### src/rtl/udp_seg_display.sv
// udp_seg_display
//   Frames a UDP payload with a per-packet byte counter and captures the first
//   NUM_DIGITS bytes into a shadow buffer. At the last byte of the packet the
//   shadow buffer is committed in one step to the display buffer. The committed
//   digits are then time-multiplexed onto a common-anode seven-segment display.
//
// Ports
//   clk                 system clock (UDP RX interface is synchronous to it)
//   reset               asynchronous, active-high reset
//   app_rx_data_valid   payload byte strobe
//   app_rx_data         payload byte
//   app_rx_data_length  payload length in bytes, sampled on the first byte
//   ascii_mode          0 = hex low-nibble glyphs, 1 = ASCII glyphs
//   blank_lead_zero     1 = suppress leading zero digits
//   dataout             segments, active-low {dp,g,f,e,d,c,b,a}; dp always off
//   en                  digit enables, active-low, one-hot-low
//   pkt_done            one-cycle pulse after each packet commit
//   pkt_count           committed packet count (wraps)
module udp_seg_display #(
    parameter int NUM_DIGITS   = 8,
    parameter int DWELL_CYCLES = 8192
) (
    input  logic                  clk,
    input  logic                  reset,
    input  logic                  app_rx_data_valid,
    input  logic [7:0]            app_rx_data,
    input  logic [15:0]           app_rx_data_length,
    input  logic                  ascii_mode,
    input  logic                  blank_lead_zero,
    output logic [7:0]            dataout,
    output logic [NUM_DIGITS-1:0] en,
    output logic                  pkt_done,
    output logic [15:0]           pkt_count
);

    localparam int IDX_W = (NUM_DIGITS > 1) ? $clog2(NUM_DIGITS) : 1;
    localparam int DW_W  = (DWELL_CYCLES > 1) ? $clog2(DWELL_CYCLES) : 1;

    // Seven-segment pattern for a hex nibble, active-low, dp off.
    function automatic logic [7:0] hex_seg(input logic [3:0] n);
        case (n)
            4'h0:    hex_seg = 8'hC0;
            4'h1:    hex_seg = 8'hF9;
            4'h2:    hex_seg = 8'hA4;
            4'h3:    hex_seg = 8'hB0;
            4'h4:    hex_seg = 8'h99;
            4'h5:    hex_seg = 8'h92;
            4'h6:    hex_seg = 8'h82;
            4'h7:    hex_seg = 8'hF8;
            4'h8:    hex_seg = 8'h80;
            4'h9:    hex_seg = 8'h90;
            4'hA:    hex_seg = 8'h88;
            4'hB:    hex_seg = 8'h83;
            4'hC:    hex_seg = 8'hC6;
            4'hD:    hex_seg = 8'hA1;
            4'hE:    hex_seg = 8'h86;
            default: hex_seg = 8'h8E;
        endcase
    endfunction

    function automatic logic [7:0] decode(input logic [7:0] b, input logic asc);
        if (!asc)
            decode = hex_seg(b[3:0]);
        else if (b >= 8'h30 && b <= 8'h39)
            decode = hex_seg(b[3:0]);
        else if ((b >= 8'h41 && b <= 8'h46) || (b >= 8'h61 && b <= 8'h66))
            decode = hex_seg(b[3:0] + 4'd9);
        else if (b == 8'h2D)
            decode = 8'hBF;
        else
            decode = 8'hFF;
    endfunction

    // A digit counts as "zero" for blanking when its glyph would be 0.
    function automatic logic is_zero(input logic [7:0] b, input logic asc);
        is_zero = asc ? (b == 8'h30) : (b[3:0] == 4'h0);
    endfunction

    // ---------------- framing / capture ----------------
    logic [15:0]                 cnt;
    logic [15:0]                 len_q;
    logic [NUM_DIGITS-1:0][7:0]  sh_buf;
    logic [NUM_DIGITS-1:0]       sh_mask;
    logic [NUM_DIGITS-1:0][7:0]  disp_buf;
    logic [NUM_DIGITS-1:0]       disp_mask;

    logic                        first_byte;
    logic [15:0]                 len_in;
    logic [15:0]                 cur_len;
    logic                        last_byte;
    logic                        in_range;
    logic [IDX_W-1:0]            slot;
    logic [NUM_DIGITS-1:0][7:0]  sh_buf_n;
    logic [NUM_DIGITS-1:0]       sh_mask_n;

    always_comb begin
        first_byte = (cnt == 16'd0);
        len_in     = (app_rx_data_length == 16'd0) ? 16'd1 : app_rx_data_length;
        // On the first byte the latched length is not yet valid, so use the input.
        cur_len    = first_byte ? len_in : len_q;
        last_byte  = app_rx_data_valid && (cnt == cur_len - 16'd1);
        in_range   = (cnt < 16'(NUM_DIGITS));
        slot       = IDX_W'(NUM_DIGITS - 1) - cnt[IDX_W-1:0];

        // Shadow contents including the current byte; this is what a commit sees.
        sh_buf_n   = sh_buf;
        sh_mask_n  = first_byte ? '0 : sh_mask;
        if (in_range) begin
            sh_buf_n[slot]  = app_rx_data;
            sh_mask_n[slot] = 1'b1;
        end
    end

    always_ff @(posedge clk or posedge reset) begin
        if (reset) begin
            cnt       <= '0;
            len_q     <= '0;
            sh_buf    <= '0;
            sh_mask   <= '0;
            disp_buf  <= '0;
            disp_mask <= '0;
            pkt_done  <= 1'b0;
            pkt_count <= '0;
        end else begin
            pkt_done <= last_byte;
            if (last_byte)
                pkt_count <= pkt_count + 16'd1;
            if (app_rx_data_valid) begin
                sh_buf  <= sh_buf_n;
                sh_mask <= sh_mask_n;
                if (first_byte)
                    len_q <= len_in;
                if (last_byte) begin
                    cnt       <= '0;
                    disp_buf  <= sh_buf_n;
                    disp_mask <= sh_mask_n;
                end else begin
                    cnt <= cnt + 16'd1;
                end
            end
        end
    end

    // ---------------- leading-zero blanking ----------------
    logic [NUM_DIGITS-1:0] lz_blank;
    logic                  lz_run;
    int unsigned           lz_i;

    always_comb begin
        lz_blank = '0;
        lz_run   = blank_lead_zero;
        lz_i     = 0;
        // Walk from the leftmost digit; the run stops at the first valid
        // non-zero digit or the first unreceived digit.
        for (int unsigned j = 0; j < NUM_DIGITS; j++) begin
            lz_i   = NUM_DIGITS - 1 - j;
            lz_run = lz_run && disp_mask[lz_i] && is_zero(disp_buf[lz_i], ascii_mode);
            lz_blank[lz_i] = lz_run && (lz_i != 0);
        end
    end

    // ---------------- scan ----------------
    logic [DW_W-1:0]  dwell;
    logic [IDX_W-1:0] idx;
    logic [7:0]       glyph;

    always_comb begin
        if (!disp_mask[idx] || lz_blank[idx])
            glyph = 8'hFF;
        else
            glyph = decode(disp_buf[idx], ascii_mode);
    end

    always_ff @(posedge clk or posedge reset) begin
        if (reset) begin
            dwell   <= '0;
            idx     <= '0;
            en      <= '1;
            dataout <= 8'hFF;
        end else begin
            if (dwell == DW_W'(DWELL_CYCLES - 1)) begin
                dwell <= '0;
                idx   <= (idx == IDX_W'(NUM_DIGITS - 1)) ? '0 : idx + 1'b1;
            end else begin
                dwell <= dwell + 1'b1;
            end
            en      <= ~(NUM_DIGITS'(1) << idx);
            dataout <= glyph;
        end
    end

endmodule
### config.mk
export PLATFORM = sky130hd
export DESIGN_NAME = udp_seg_display
export DESIGN_NICKNAME = d
export VERILOG_FILES = /design/src/rtl/udp_seg_display.sv
export SDC_FILE = /design/constraint.sdc
export NUM_CORES = 1
export LEC_CHECK = 0
export ABC_AREA = 1
export CAP_MARGIN = 20
export CORE_ASPECT_RATIO = 0.8
export CORE_MARGIN = 2
export CORE_UTILIZATION = 57
export DETAILED_ROUTE_END_ITERATION = 7
export PLACE_DENSITY_LB_ADDON = 0.05
export SKIP_LAST_GASP = 1
export SYNTH_ARGS = -nofsm -noshare
export SYNTH_HDL_FRONTEND = slang
export SYNTH_SLANG_ARGS = --single-unit
### constraint.sdc
create_clock -name clk -period 17.2 [get_ports clk]
set_input_delay 1.72 -clock clk [delete_from_list [all_inputs] [get_ports clk]]
set_output_delay 1.72 -clock clk [all_outputs]
set_load 0.005 [all_outputs]
Word-level counts from Yosys, hierarchy flattened
Memories as Yosys holds them, arrays and structs flattened.
Cells that the tools add are included.
{"block": "totals", "ff_bits": 225, "mem_bits_ro": 336, "inputBits": 29, "output_inout_bits": 33, "elab_cells": 123, "memories": 3}
{"block": "op_classes", "n_addsub": 7, "n_lt_le_gt_ge": 10, "n_eq_ne": 11, "shift": 1, "muxes": 31, "bitwise": 2, "n_reduce_logical": 32}
{"memory": "(no name shown)", "depth": 16, "width": 7, "read_ports": 1, "rd_clocked_by_memory_dff": 0, "write_ports": 0, "line": "41", "source": "case (n)"}
{"memory": "(no name shown)", "depth": 16, "width": 7, "read_ports": 1, "rd_clocked_by_memory_dff": 0, "write_ports": 0, "line": "41"}
{"memory": "(no name shown)", "depth": 16, "width": 7, "read_ports": 1, "rd_clocked_by_memory_dff": 0, "write_ports": 0, "line": "41"}
{"operator": "bitwise mux 64 bit", "count": 1}
{"operator": "== test 8 x 6 -> 1 bit (second input constant)", "count": 8}
{"operator": "2-to-1 mux 64 bit", "count": 1}
{"operator": "2-to-1 mux 8 bit", "count": 8}
{"operator": "2-to-1 mux 16 bit", "count": 3}
{"operator": "adder 16 x 1 -> 16 bit (second input constant)", "count": 2}
{"operator": "zero test 16 bit", "count": 2}
{"operator": "zero test 4 bit", "count": 7}
{"operator": "binary-select mux 8 bit (select 3 bit)", "count": 1}
{"operator": "demux 8 bit (select 3 bit)", "count": 1}
{"operator": "logical AND 1 bit", "count": 19}
{"operator": "== test 16 bit", "count": 1}
{"operator": ">= comparator 8 x 7 -> 1 bit (second input constant)", "count": 2}
{"operator": "<= comparator 8 x 7 -> 1 bit (second input constant)", "count": 2}
{"operator": "less-than comparator 16 x 4 -> 1 bit (second input constant)", "count": 1}
{"operator": "subtractor 16 x 1 -> 16 bit (second input constant)", "count": 1}
{"operator": "adder 13 x 1 -> 13 bit (second input constant)", "count": 1}
{"operator": "== test 13 bit (second input constant)", "count": 1}
{"operator": "2-to-1 mux 13 bit", "count": 1}
{"operator": "2-to-1 mux 1 bit", "count": 10}
{"operator": ">= comparator 8 x 6 -> 1 bit (second input constant)", "count": 1}
{"operator": "<= comparator 8 x 6 -> 1 bit (second input constant)", "count": 1}
{"operator": "less-than comparator 3 x 4 -> 1 bit (second input constant)", "count": 2}
{"operator": "NOT 8 bit", "count": 1}
{"operator": "other kinds (14)", "count": 16}

Depth between registers and ports, before layout
{"block": "logic_depth", "depth_word": 19, "depth_mapped": 26, "ltp_nobuf": 24}

Least setup slack after synthesis
No wires, ideal clock.
{"block": "synth_path", "kind": "input -> register", "start": "input app_rx_data_length[9]", "end": "register pkt_count[1]", "arrival_time_ns": 3.773, "required_time_ns": 17.084, "path_slack_ns": 13.311, "stages": 20, "path_buffers": 2, "path_cell_list": "nor2_1 nand2_1 nor2_1 nand2_1 nand2_1 nand2_1 ha_1 nand3_1 nor2_2 inv_2 nor2_2 nand2_1 nand2_1 nand4_1 nor2_4 nand2_4 buf_6 buf_4 nand2_1 nand2_1"}
{"block": "synth_between", "elab_chain_len": 6}
{"item": "start: declaration", "line": "27", "source": "input logic [15:0] app_rx_data_length,"}
{"item": "zero test 16 bit", "line": "98", "source": "len_in = (app_rx_data_length == 16'd0) ? 16'd1 : app_rx_data_length;"}
{"item": "2-to-1 mux 16 bit (*)", "line": "98"}
{"item": "2-to-1 mux 16 bit (*)"}
{"item": "subtractor 16 x 1 -> 16 bit (*)", "line": "101", "source": "last_byte = app_rx_data_valid && (cnt == cur_len - 16'd1);"}
{"item": "== test 16 bit (*)", "line": "101"}
{"item": "logical AND 1 bit (*)", "line": "101"}
{"item": "end signal: assignment", "line": "127", "source": "pkt_count <= pkt_count + 16'd1;"}
{"item": "end: declaration", "line": "33", "source": "output logic [15:0] pkt_count"}
Every way passes the cells marked *; elsewhere a longest branch is shown, timed or not.
A chain may end at the register's enable or synchronous reset.

Final worst setup path
{"block": "layout_path", "start": "input app_rx_data_length[14]", "end": "register disp_buf[0] (netlist bit)"}
{"block": "layout_between", "elab_chain_len": 7}
{"item": "zero test 16 bit", "line": "98"}
{"item": "2-to-1 mux 16 bit (*)", "line": "98"}
{"item": "2-to-1 mux 16 bit (*)"}
{"item": "subtractor 16 x 1 -> 16 bit (*)", "line": "101"}
{"item": "== test 16 bit (*)", "line": "101"}
{"item": "logical AND 1 bit (*)", "line": "101"}
{"item": "AND reduction 2 bit (no line) (*)"}
{"item": "end signal: assignment", "line": "135", "source": "disp_buf <= sh_buf_n;"}
{"item": "end: declaration", "line": "84", "source": "logic [NUM_DIGITS-1:0][7:0] disp_buf;"}
Marks and branches as above.

==> flow_summary.ini <==
[clock_network]
ctsHoldBuffers = 0
root_buffer = clkbuf_16
cts_resized = 0
clock_sinks = 224
cts_buffers = 24
path_clk_slew_ps = 60
h-tree-depth = 1
cts_setup_buffers = 0
cts.path.max_buffers = 3
cts_tree = done
clk_latency_ps = 530

[detailed_routing]
dr.pass1.iters = 5
postRouteAntennaNets = 0
drt_iter0_drc = 1005
drc = 0
via_per_inst = 5.474
routed_wl_mm = 32.12
wire_per_inst_um = 15.88
via_count = 11070

[yosys]
synth_edf_count = 0
ys_seq_area_share_pct = 45.76
syn_nets = 1754
syn_inst = 1706
syn_avg_cell_area_um2 = 7.204
synth_seq_cells = 224
ys_async_sr_fraction_pct = 100.0
yosysWarnings = 0
yosysTopAreaCell = dfrtp_1
synthTopCellsByArea = dfrtp_1 43%, nand2_1 22%, o21ai_0 6.4%
synth_flop_cell = dfrtp_1
yosys.cell_types.count = 42
synth_top_area_share_pct = 42.55
syn_area_mm2 = 0.01229

[sta]
maxSlewHeadroom_pct = 32.92
rsz0062_at_grt = false
finalCriticalPeriod_ps = 5452
finalSetupViolCount = 0
fin_tns_setup_ps = 0
finalMaxSlewViolations = 0
fin_skew_ps = 22.77
hold_viol_final = 0
period_share_pct = 31.70
fmax_mhz = 183.4
worst_pin_slew_ps = 995.7

[power_and_ir_drop]
netSwitchingPower_uw = 381.3
p_total_uw = 1329
ir_drop_uv = 72.66
power.internal_uw = 948.1
pwr-share-seq_pct = 45.4
switching_share_pct = 28.68
p_per_area_mw_per_mm2 = 96.68
leakagePower_uw = 0.006875
p_clk_share_pct = 39.5
power_frac_comb_pct = 15.0

[setup_path]
worstRegToRegCells = 21
cpMostUsedCell = nand2_1
critPathKind = in -> reg
crit_required_ps = 17640
slowest_stage = clkinv_4
worstPathArrival_ps = 5900
cp-end-kind = flop
critPathMaxStageDelay_ps = 740
worstPathCellList = clkdlybuf4s50_1, nor2_1, nand2_1, nor2_1, nand2_1, nand2_1, nand2_1, ha_1, nand3_1, nor2_2, nand2_1, nand2_1, nand2_1, nand2_1, nand3_1, nor2_4, nand2_4, clkinv_4, nand2_1, nand2_1
cp_max_fo = 88
startpoint_type = input port

[die]
die-area_mm2 = 0.02276
io_pins = 62
initial_core_util_pct = 57.48
row_count = 48
chipHeight_um = 135.3
die_x_um = 168.2
core_area_mm2 = 0.02138

[grt]
grt_start_max_net_pins = 92
grt_pass1_wl_mm = 53.05
grt.total_usage_pct = 28.94
antenna_found_initial = 0
grt_overflow = 0
grt_pass1_vias = 10240

[cells_and_area]
fin_util_pct = 64.31
num-nets-final = 1781
fillCellCount = 1855
insertedDiodeCount = 0
area_growth_pct = 11.88
drive_gt1_share_pct = 5.320

[placed_design]
dp_hpwl_mm = 21.25
place_congestion = 0.9252
port_buffers = 60

[run]
drv_cap = 0

[hold_path]
hold_depth = 1
hold_class = reg -> reg

[status]
outcome = complete, no violations
-- power by group through the flow --
stage | Combinational (uW) | Clock (uW) | Sequential (uW)
after floorplan | 157 | 0 | 602
after global placement | 194 | 0 | 611
after detailed placement | 198 | 0 | 611
after CTS | 199 | 535 | 603
after global routing | 230 | 552 | 609
final | 200 | 526 | 604
-- cell type report --
class                           count  area [um2]  area share, %
Clock buffer                       32       691.9          5.032
Inverter                          134       515.5          3.749
Tap cell                          275       344.1          2.502
Multi-Input combinational cell   1282        5819          42.32
Clock inverter                      9       105.1         0.7643
Timing Repair Buffer               67       650.6          4.732
Sequential cell                   224        5624          40.90
-- cells in the final DEF (no fill, tap or decap), types with 8 or more instances in the layout --
| cell type | netlist | final |
|---|---|---|
| a21oi_1 | 25 | 25 |
| a31oi_1 | 13 | 13 |
| buf_4 | 2 | 8 |
| clkbuf_16 | 0 | 25 |
| clkdlybuf4s50_1 | 0 | 59 |
| dfrtp_1 | 209 | 209 |
| dfstp_2 | 15 | 15 |
| ha_1 | 19 | 19 |
| inv_1 | 129 | 127 |
| nand2_1 | 729 | 729 |
| nand2_2 | 8 | 8 |
| nand3_1 | 71 | 71 |
| nand4_1 | 32 | 32 |
| nor2_1 | 127 | 127 |
| nor2_2 | 8 | 8 |
| nor3_1 | 15 | 15 |
| nor4_1 | 8 | 8 |
| o211ai_1 | 8 | 8 |
| o21ai_0 | 157 | 157 |
| o22ai_1 | 9 | 9 |
| xnor2_1 | 8 | 8 |
| xor2_1 | 23 | 23 |
-- flip-flops by register name, summed over array words and instances (netlist names) --
register   count
disp_buf      64
sh_buf        64
cnt           16
len_q         16
pkt_count     16
dwell         13
disp_mask      8
en             8
sh_mask        8
dataout        7
idx            3
pkt_done       1
-- worst max-delay path: cells and delay by family --
family | cells | cell delay [ps]
simple gates | 17 | 2640
buf+inv | 2 | 1230
fa+ha+maj | 1 | 230
-- path summary, 6_finish.rpt --
check	to	start	slack, ps
max in group asynchronous	sh_buf[3]	reset	13370
min	dwell[0]	dwell[0]	470
max	disp_buf[0]	app_rx_data_length[14]	11750
min reg2reg	dwell[0]	dwell[0]	470
min in group asynchronous	dwell[0]	reset	1700
max reg2reg	disp_buf[0]	cnt[0]	11950
-- layer usage --
metal  vias up  global-route usage (%)  wire length, um
met5         -                       0                0
met4         0                   5.460              529
met3        39                   5.434             2467
met2       392                   43.25            13510
met1      5169                   44.41            15620
li1       5473                       -                -
-- synthesized netlist by cell type, types with 2 or more instances --
master / n
inv_1: 129
o31ai_1: 2
xor2_1: 23
nand2_4: 3
nor2_4: 5
buf_6: 8
ha_1: 19
nor2_1: 127
clkbuf_1: 43
o22ai_1: 9
o21ai_0: 157
nand3_1: 71
buf_1: 2
nor4_1: 8
nor2_2: 8
dfrtp_1: 209
buf_2: 10
nand4_1: 32
a21oi_1: 25
nor3_1: 15
nand2_2: 8
dfstp_2: 15
buf_4: 2
inv_2: 2
xnor2_1: 8
nand2_1: 729
clkinv_1: 2
a31oi_1: 13
o211ai_1: 8
nor3b_1: 2
-- cells by family (layout without fill, tap and decap cells) --
| logic type | count (synthesis) | after routing | synth area share (%) |
|---|---|---|---|
| AO/OA/AOI/OAI | 219 | 219 | 9.468 |
| adder cells (fa/ha/maj) | 19 | 19 | 1.934 |
| buffers and inverters | 200 | 242 | 6.892 |
| flip-flops | 224 | 224 | 45.76 |
| XOR/XNOR | 31 | 31 | 2.209 |
| AND/OR/NAND/NOR | 1012 | 1012 | 33.71 |
| other | 1 | 1 | 0.03051 |
-- stage by stage --
stage	cells	area, um2	setup WS [ps]	hold slack (ps)
final	2023	13750	11750	465.3
after global routing	2023	13750	11340	493.8
after CTS	2023	13750	11820	473.0
after detailed placement	1982	12950	11300	464.9
after global placement	1982	12950	11410	453.3
after floorplan	1706	12290	9370	432.9
(Power assumes the default switching activity.)
